`src/rtl/id_sequence_detector.sv`:
```
// Receiver-side checker for the 8-digit ID sequence: a Moore FSM tracks match progress
// and raises registered match, mismatch and inter-digit timeout pulses.
module id_sequence_detector #(
    parameter logic [3:0] ID0     = 4'h0,
    parameter logic [3:0] ID1     = 4'h1,
    parameter logic [3:0] ID2     = 4'h2,
    parameter logic [3:0] ID3     = 4'h4,
    parameter logic [3:0] ID4     = 4'h2,
    parameter logic [3:0] ID5     = 4'h8,
    parameter logic [3:0] ID6     = 4'h6,
    parameter logic [3:0] ID7     = 4'h5,
    parameter int         GAP_MAX = 16,
    parameter int         COUNT_W = 8
) (
    input  logic               clock,
    input  logic               reset,
    input  logic [3:0]         digit_in,
    input  logic               digit_valid,
    input  logic               clear_count,
    output logic [3:0]         detect_state,
    output logic               match_pulse,
    output logic               mismatch_pulse,
    output logic               timeout_pulse,
    output logic [COUNT_W-1:0] match_count
);

    typedef enum logic [2:0] {
        S0, S1, S2, S3, S4, S5, S6, S7
    } state_t;

    // Gap counter wraps to S0 on the cycle it would reach GAP_MAX.
    localparam logic [7:0] GAP_LAST = 8'(GAP_MAX - 1);

    state_t             r_state;
    state_t             w_next_state;
    logic [7:0]         r_gap;
    logic [7:0]         w_next_gap;
    logic               r_match;
    logic               r_mismatch;
    logic               r_timeout;
    logic               w_next_match;
    logic               w_next_mismatch;
    logic               w_next_timeout;
    logic [COUNT_W-1:0] r_count;
    logic [COUNT_W-1:0] w_next_count;
    logic [3:0]         w_expected;

    always_comb begin
        w_expected = ID0;
        case (r_state)
            S0: w_expected = ID0;
            S1: w_expected = ID1;
            S2: w_expected = ID2;
            S3: w_expected = ID3;
            S4: w_expected = ID4;
            S5: w_expected = ID5;
            S6: w_expected = ID6;
            S7: w_expected = ID7;
            default: w_expected = ID0;
        endcase
    end

    always_comb begin
        w_next_state    = r_state;
        w_next_gap      = r_gap;
        w_next_match    = 1'b0;
        w_next_mismatch = 1'b0;
        w_next_timeout  = 1'b0;
        w_next_count    = r_count;

        if (digit_valid) begin
            w_next_gap = 8'd0;
            if (digit_in == w_expected) begin
                if (r_state == S7) begin
                    w_next_state = S0;
                    w_next_match = 1'b1;
                    if (r_count != {COUNT_W{1'b1}}) begin
                        w_next_count = r_count + COUNT_W'(1);
                    end
                end else begin
                    w_next_state = state_t'(r_state + 3'd1);
                end
            end else begin
                // A wrong digit may itself be a fresh start of the sequence.
                w_next_mismatch = 1'b1;
                w_next_state    = (digit_in == ID0) ? S1 : S0;
            end
        end else if (r_state != S0) begin
            if (r_gap == GAP_LAST) begin
                w_next_state   = S0;
                w_next_timeout = 1'b1;
                w_next_gap     = 8'd0;
            end else begin
                w_next_gap = r_gap + 8'd1;
            end
        end else begin
            w_next_gap = 8'd0;
        end

        if (clear_count) begin
            w_next_count = '0;
        end
    end

    always_ff @(posedge clock or negedge reset) begin
        if (!reset) begin
            r_state    <= S0;
            r_gap      <= 8'd0;
            r_match    <= 1'b0;
            r_mismatch <= 1'b0;
            r_timeout  <= 1'b0;
            r_count    <= '0;
        end else begin
            r_state    <= w_next_state;
            r_gap      <= w_next_gap;
            r_match    <= w_next_match;
            r_mismatch <= w_next_mismatch;
            r_timeout  <= w_next_timeout;
            r_count    <= w_next_count;
        end
    end

    assign detect_state   = {1'b0, r_state};
    assign match_pulse    = r_match;
    assign mismatch_pulse = r_mismatch;
    assign timeout_pulse  = r_timeout;
    assign match_count    = r_count;

endmodule

```
`config.mk`:
```
export PLATFORM = sky130hd
export DESIGN_NAME = id_sequence_detector
export DESIGN_NICKNAME = d
export VERILOG_FILES = /design/src/rtl/id_sequence_detector.sv
export SDC_FILE = /design/constraint.sdc
export NUM_CORES = 1
export LEC_CHECK = 0
export ABC_CLOCK_PERIOD_IN_PS = 3700
export BUFFER_PORTS_ARGS = -buffer_cell sky130_fd_sc_hd__buf_2
export CAP_MARGIN = 20
export CORE_MARGIN = 3
export CORE_UTILIZATION = 58
export DETAILED_ROUTE_END_ITERATION = 8
export HOLD_SLACK_MARGIN = 0.08
export PLACE_DENSITY = 0.79
export SLEW_MARGIN = 0
export SYNTH_ARGS = -nofsm -noshare
export SYNTH_HDL_FRONTEND = slang
export SYNTH_SLANG_ARGS = --single-unit
```
`constraint.sdc`:
```
create_clock -name clock -period 3.7 [get_ports clock]
set_input_delay 0.74 -clock clock [delete_from_list [all_inputs] [get_ports clock]]
set_output_delay 0.74 -clock clock [all_outputs]
set_load 0.1 [all_outputs]
```
# --- Yosys cells after proc, flatten, opt, wreduce, memory -nomap -nowiden ---
# Memory sizes are Yosys's and may differ from the RTL's.
# Cells that the tools add are included.
word_totals:
  ff_bits: 22
  latchBits: 0
  ram_bits: 0
  mem_bits_ro: 32
  inputBits: 8
  out_inout_bits: 15
  word_cells: 46
  memories: 1
op_classes:
  add_sub_neg: 3
  multipliers: 0
  div: 0
  order_cmp: 0
  eq_ne: 4
  shift: 0
  mux: 22
  n_bitwise: 0
  n_reduce_logical: 10
mem_list:
  columns: ["memory", "words", "width", "read_ports", "rd_ports_with_merged_regs", "write_ports", "line_no", "source"]
  rows:
  - ["(no name shown)", 8, 4, 1, 0, 0, "50", "case (r_state)"]
ops:
  columns: ["operator", "count"]
  rows:
  - ["$mux 8", 8]
  - ["$add 8x1->8 const B", 2]
  - ["$mux 3", 5]
  - ["$reduce_bool 2->1", 6]
  - ["$mux 1", 9]
  - ["$eq 8x4->1 const B", 1]
  - ["$ne 8x8->1 const B", 1]
  - ["$eq 4x4->1", 1]
  - ["$logic_not 4->1", 1]
  - ["$reduce_and 4->1", 1]
  - ["$add 3x1->3 const B", 1]
  - ["$eq 3x3->1 const B", 1]
  - ["$reduce_bool 3->1", 1]
  - ["$reduce_and 2->1", 1]

# --- Depth between registers and ports, before layout ---
depth:
  depth_word: 6
  ltp_mapped: 8
  mapped_depth_nobuf: 7

# --- Worst setup path after synthesis ---
# Ideal clock, no wire load.
synth_timing:
  path_kind: "register to register"
  startpoint: "reg r_state[1]"
  endpoint: "reg r_count[5] (netlist: match_count[5])"
  setup_ps: 135
  arrival_ps: 2541
  required_time_ps: 3565
  slack_ps: 1024
  stages_incl_launch_ff: 9
  path_buffers: 1
  synth_period_minus_slack_ps: 2676
  path_cell_list: "dfrtp_1 -> inv_1 -> ha_1 -> xor2_1 -> o32ai_1 -> o211ai_2 -> buf_2 -> o41ai_1 -> a21oi_1"
synth_via:
  elab_chain_len: 4
  elab_cells_between_ends: 6
  classes_between: "eq/ne (2); reduce/logical (3); memory (1)"
synth_rtl:
  columns: ["element", "line_no", "source"]
  rows:
  - ["from (decl)", "34", "state_t r_state;"]
  - ["from (signal assigned)", "114", "r_state <= w_next_state;"]
  - ["$mem_v2 8x4", null, null]
  - ["$eq 4x4->1", "73", "if (digit_in == w_expected) begin"]
  - ["$reduce_bool 2->1 (no source line)", null, null]
  - ["$reduce_and 4->1 (no source line) (*)", null, null]
  - ["to (signal assigned)", "119", "r_count <= w_next_count;"]
  - ["to (decl)", "44", "logic [COUNT_W-1:0] r_count;"]
# Every way passes the cells marked *; elsewhere a longest branch is shown, timed or not.
# A chain may end at the register's enable or synchronous reset.

# --- Final worst setup path ---
layout_timing:
  startpoint: "reg r_state[0]"
  endpoint: "reg r_count[3] (netlist: match_count[3])"
# Same word-level chain as after synthesis.

==> results.ini <==
[die]
die_area_um2 = 2730
start_util_pct = 61.9
core_area_um2 = 2000
die_h_um = 52.2
ios = 23
die-width_um = 52.2
rows = 16

[placement]
gp_congestion = 0.733
hpwl_mm = 1.68
io_buffers = 21

[layout]
nets = 161
n_antenna_cell = 0
syn_to_final_growth_pct = 11.7
fillCellCount = 166
fin_util_pct = 69.2
drive_above_1_share_pct = 18.6

[synthesis]
post-synth-top-count-cell = dfrtp_1
synth_cell_types = 41
synth_area_um2 = 1240
synth_simple_gate_area_share_pct = 22.4
synth_top_area_share_pct = 44.4
syn_inst = 126
synth_top_area_cell = dfrtp_1
async_flop_share_pct = 100
ys_top_cells_by_area = dfrtp_1, ha_1, nor2_1
synth_mux_area_share_pct = 3.43
synth_top_family_by_area = simple AND/OR/NAND/NOR gates
synthAdderAreaFrac_pct = 7.06
syn_avg_cell_area_um2 = 9.84
synth_ff_type = dfrtp_1
synth-compound-area-share_pct = 12.0
synth_warnings = 0
synthesis.nets = 141
yosysSeqAreaShare_pct = 44.4
synth-seq-cells = 22
synth_edf_count = 0
synth_top_cells_by_count = dfrtp_1, nor2_1, nand2_1, ha_1, nand3_1
synth_xor_area_share_pct = 7.06

[worst_setup_path]
cp-end-kind = flip-flop
critical-path-top-delay-family = simple AND/OR/NAND/NOR gates
crit_start = r_state[0]$_DFFE_PN0P_
crit_chain = ha_1, or2_1, a211oi_2, o211ai_2, or4_1, a21oi_1
critPathRequiredTime_ns = 3.94
worst_setup_path_start_kind = flip-flop
cp_max_fo = 17
slowest_stage = or4_1
timing.rr.start = r_state[0]$_DFFE_PN0P_
path_class = flip-flop to flip-flop
critPathMaxStageDelay_ns = 0.59
cp.arrival_ns = 2.56
cp.buffers_inverters = 0

[global_route]
grtUsageTotal_pct = 18.4
grt_start_max_net_pins = 23
overflow = 0
grt_first_pass_wirelength_mm = 3.65
grt_pass1_vias = 855
antenna_found_initial = 0

[clock_network]
cts_tree = done
clk_path_buf_depth = 2
htreeDepth = 1
cts_buffers = 3
holdBufCountCts = 0
clockRootBuffer = clkbuf_4
path_clk_slew_ns = 0.12
postCtsSetupBuffers = 0
clkSinkCount = 22
clk_latency_ns = 0.31
cts_resized = 0

[drt]
num_vias = 982
first_pass_iters = 4
wire_per_inst_um = 13.2
wl_mm = 2.26
drtIter0Drc = 17
antenna_left = 0
drc_errors = 0
viasPerCell = 5.71

[sta]
slew_viol_final = 0
tightest_slew_ns = 0.612
setup_violations = 0
hold_violations = 0
setup_tns_ns = 0
clock.fmax_mhz = 432
period_minus_slack_ns = 2.32
skew_ns = 0.00191
relSlewSlack_pct = 59.1
rsz0062_at_grt = no
period_share_pct = 62.6

[flow_run]
cap_viol_max_count = 0

[run_status]
status = finished clean

[pwr]
max-vdd-ir-drop_mv = 0.334
pwr_density_cell_nw_per_um2 = 316
p_leak_nw = 0.639

[worst_hold_path]
hold_path_class = primary input to asynchronous set/reset pin

==> registers in the layout (all words and copies together), names as in the netlist <==
| name | count |
|---|---|
| match_count | 8 |
| r_gap | 8 |
| r_state | 3 |
| match_pulse | 1 |
| mismatch_pulse | 1 |
| timeout_pulse | 1 |
==> power breakdown <==
| group | switching, mW | internal (mW) |
|---|---|---|
| Clock | 0.0727 | 0.0602 |
| Sequential | 0.00258 | 0.243 |
| Combinational | 0.0447 | 0.0142 |
| Total | 0.120 | 0.318 |
==> layer usage <==
| metal | global-route usage (%) | vias up | share of wire, % |
|---|---|---|---|
| met2 | 30.5 | 25 | 48 |
| met4 | 10.2 | 0 | 2.1 |
| li1 | - | 483 | - |
| met5 | 0 | - | 0 |
| met1 | 22.5 | 469 | 44 |
| met3 | 3.42 | 5 | 5.5 |
==> worst paths after layout <==
path	end	slack [ns]	cells after the start
worst max-delay path	match_count[3]$_DFFE_PN0P_	1.38	6
worst min-delay path	match_count[5]$_DFFE_PN0P_	0.36	1
worst max register to register	match_count[3]$_DFFE_PN0P_	1.38	6
worst min register to register	r_gap[0]$_DFF_PN0_	0.46	1
max in group asynchronous	r_state[1]$_DFFE_PN0P_	3.01	1
min in group clock	r_gap[0]$_DFF_PN0_	0.46	1
==> area by class of cell <==
| class | count | area [µm²] | area share (%) |
|---|---|---|---|
| flip-flops and latches | 22 | 551 | 39.7 |
| repair buffers | 21 | 105 | 7.59 |
| inverters | 3 | 11.3 | 0.813 |
| well taps | 27 | 33.8 | 2.44 |
| clock buffers | 4 | 36.3 | 2.62 |
| multi-input cells | 95 | 648 | 46.8 |
==> layout by cell type (no fill, tap or decap), drive strengths merged, types with 2 or more instances in the layout <==
master / count
and2: 2
or3: 2
nor4: 2
buf: 21
nand2b: 4
or4: 3
nand2: 8
nor2: 14
mux2: 2
nor2b: 3
dfrtp: 22
xor2: 6
o31ai: 3
nand3: 7
inv: 3
xnor2: 4
and3: 2
clkbuf: 4
a21oi: 6
ha: 7
mux2i: 2
==> cells by family (layout without fill, tap and decap cells) <==
kind of cell | after synthesis | in the layout
other | 1 | 1
adder cells (fa/ha/maj) | 7 | 7
AND/OR/NAND/NOR | 53 | 53
flip-flops | 22 | 22
XOR/XNOR | 10 | 10
multiplexers | 4 | 4
AO/OA/AOI/OAI | 20 | 20
buffers and inverters | 9 | 28
==> per-stage QoR <==
step	hold slack [ns]	worst slack (ns)	power (mW)	instance area [µm²]	cells
CTS	0.364	1.38	0.444	1390	172
finish	0.363	1.38	0.438	1390	172
floorplan	0.425	1.02	0.295	1240	126
detailed placement	0.455	1.22	0.310	1350	168
global route	0.379	1.26	0.455	1390	172
global placement	0.450	1.29	0.309	1350	168
Note: power is estimated with default switching activity, not from simulation.
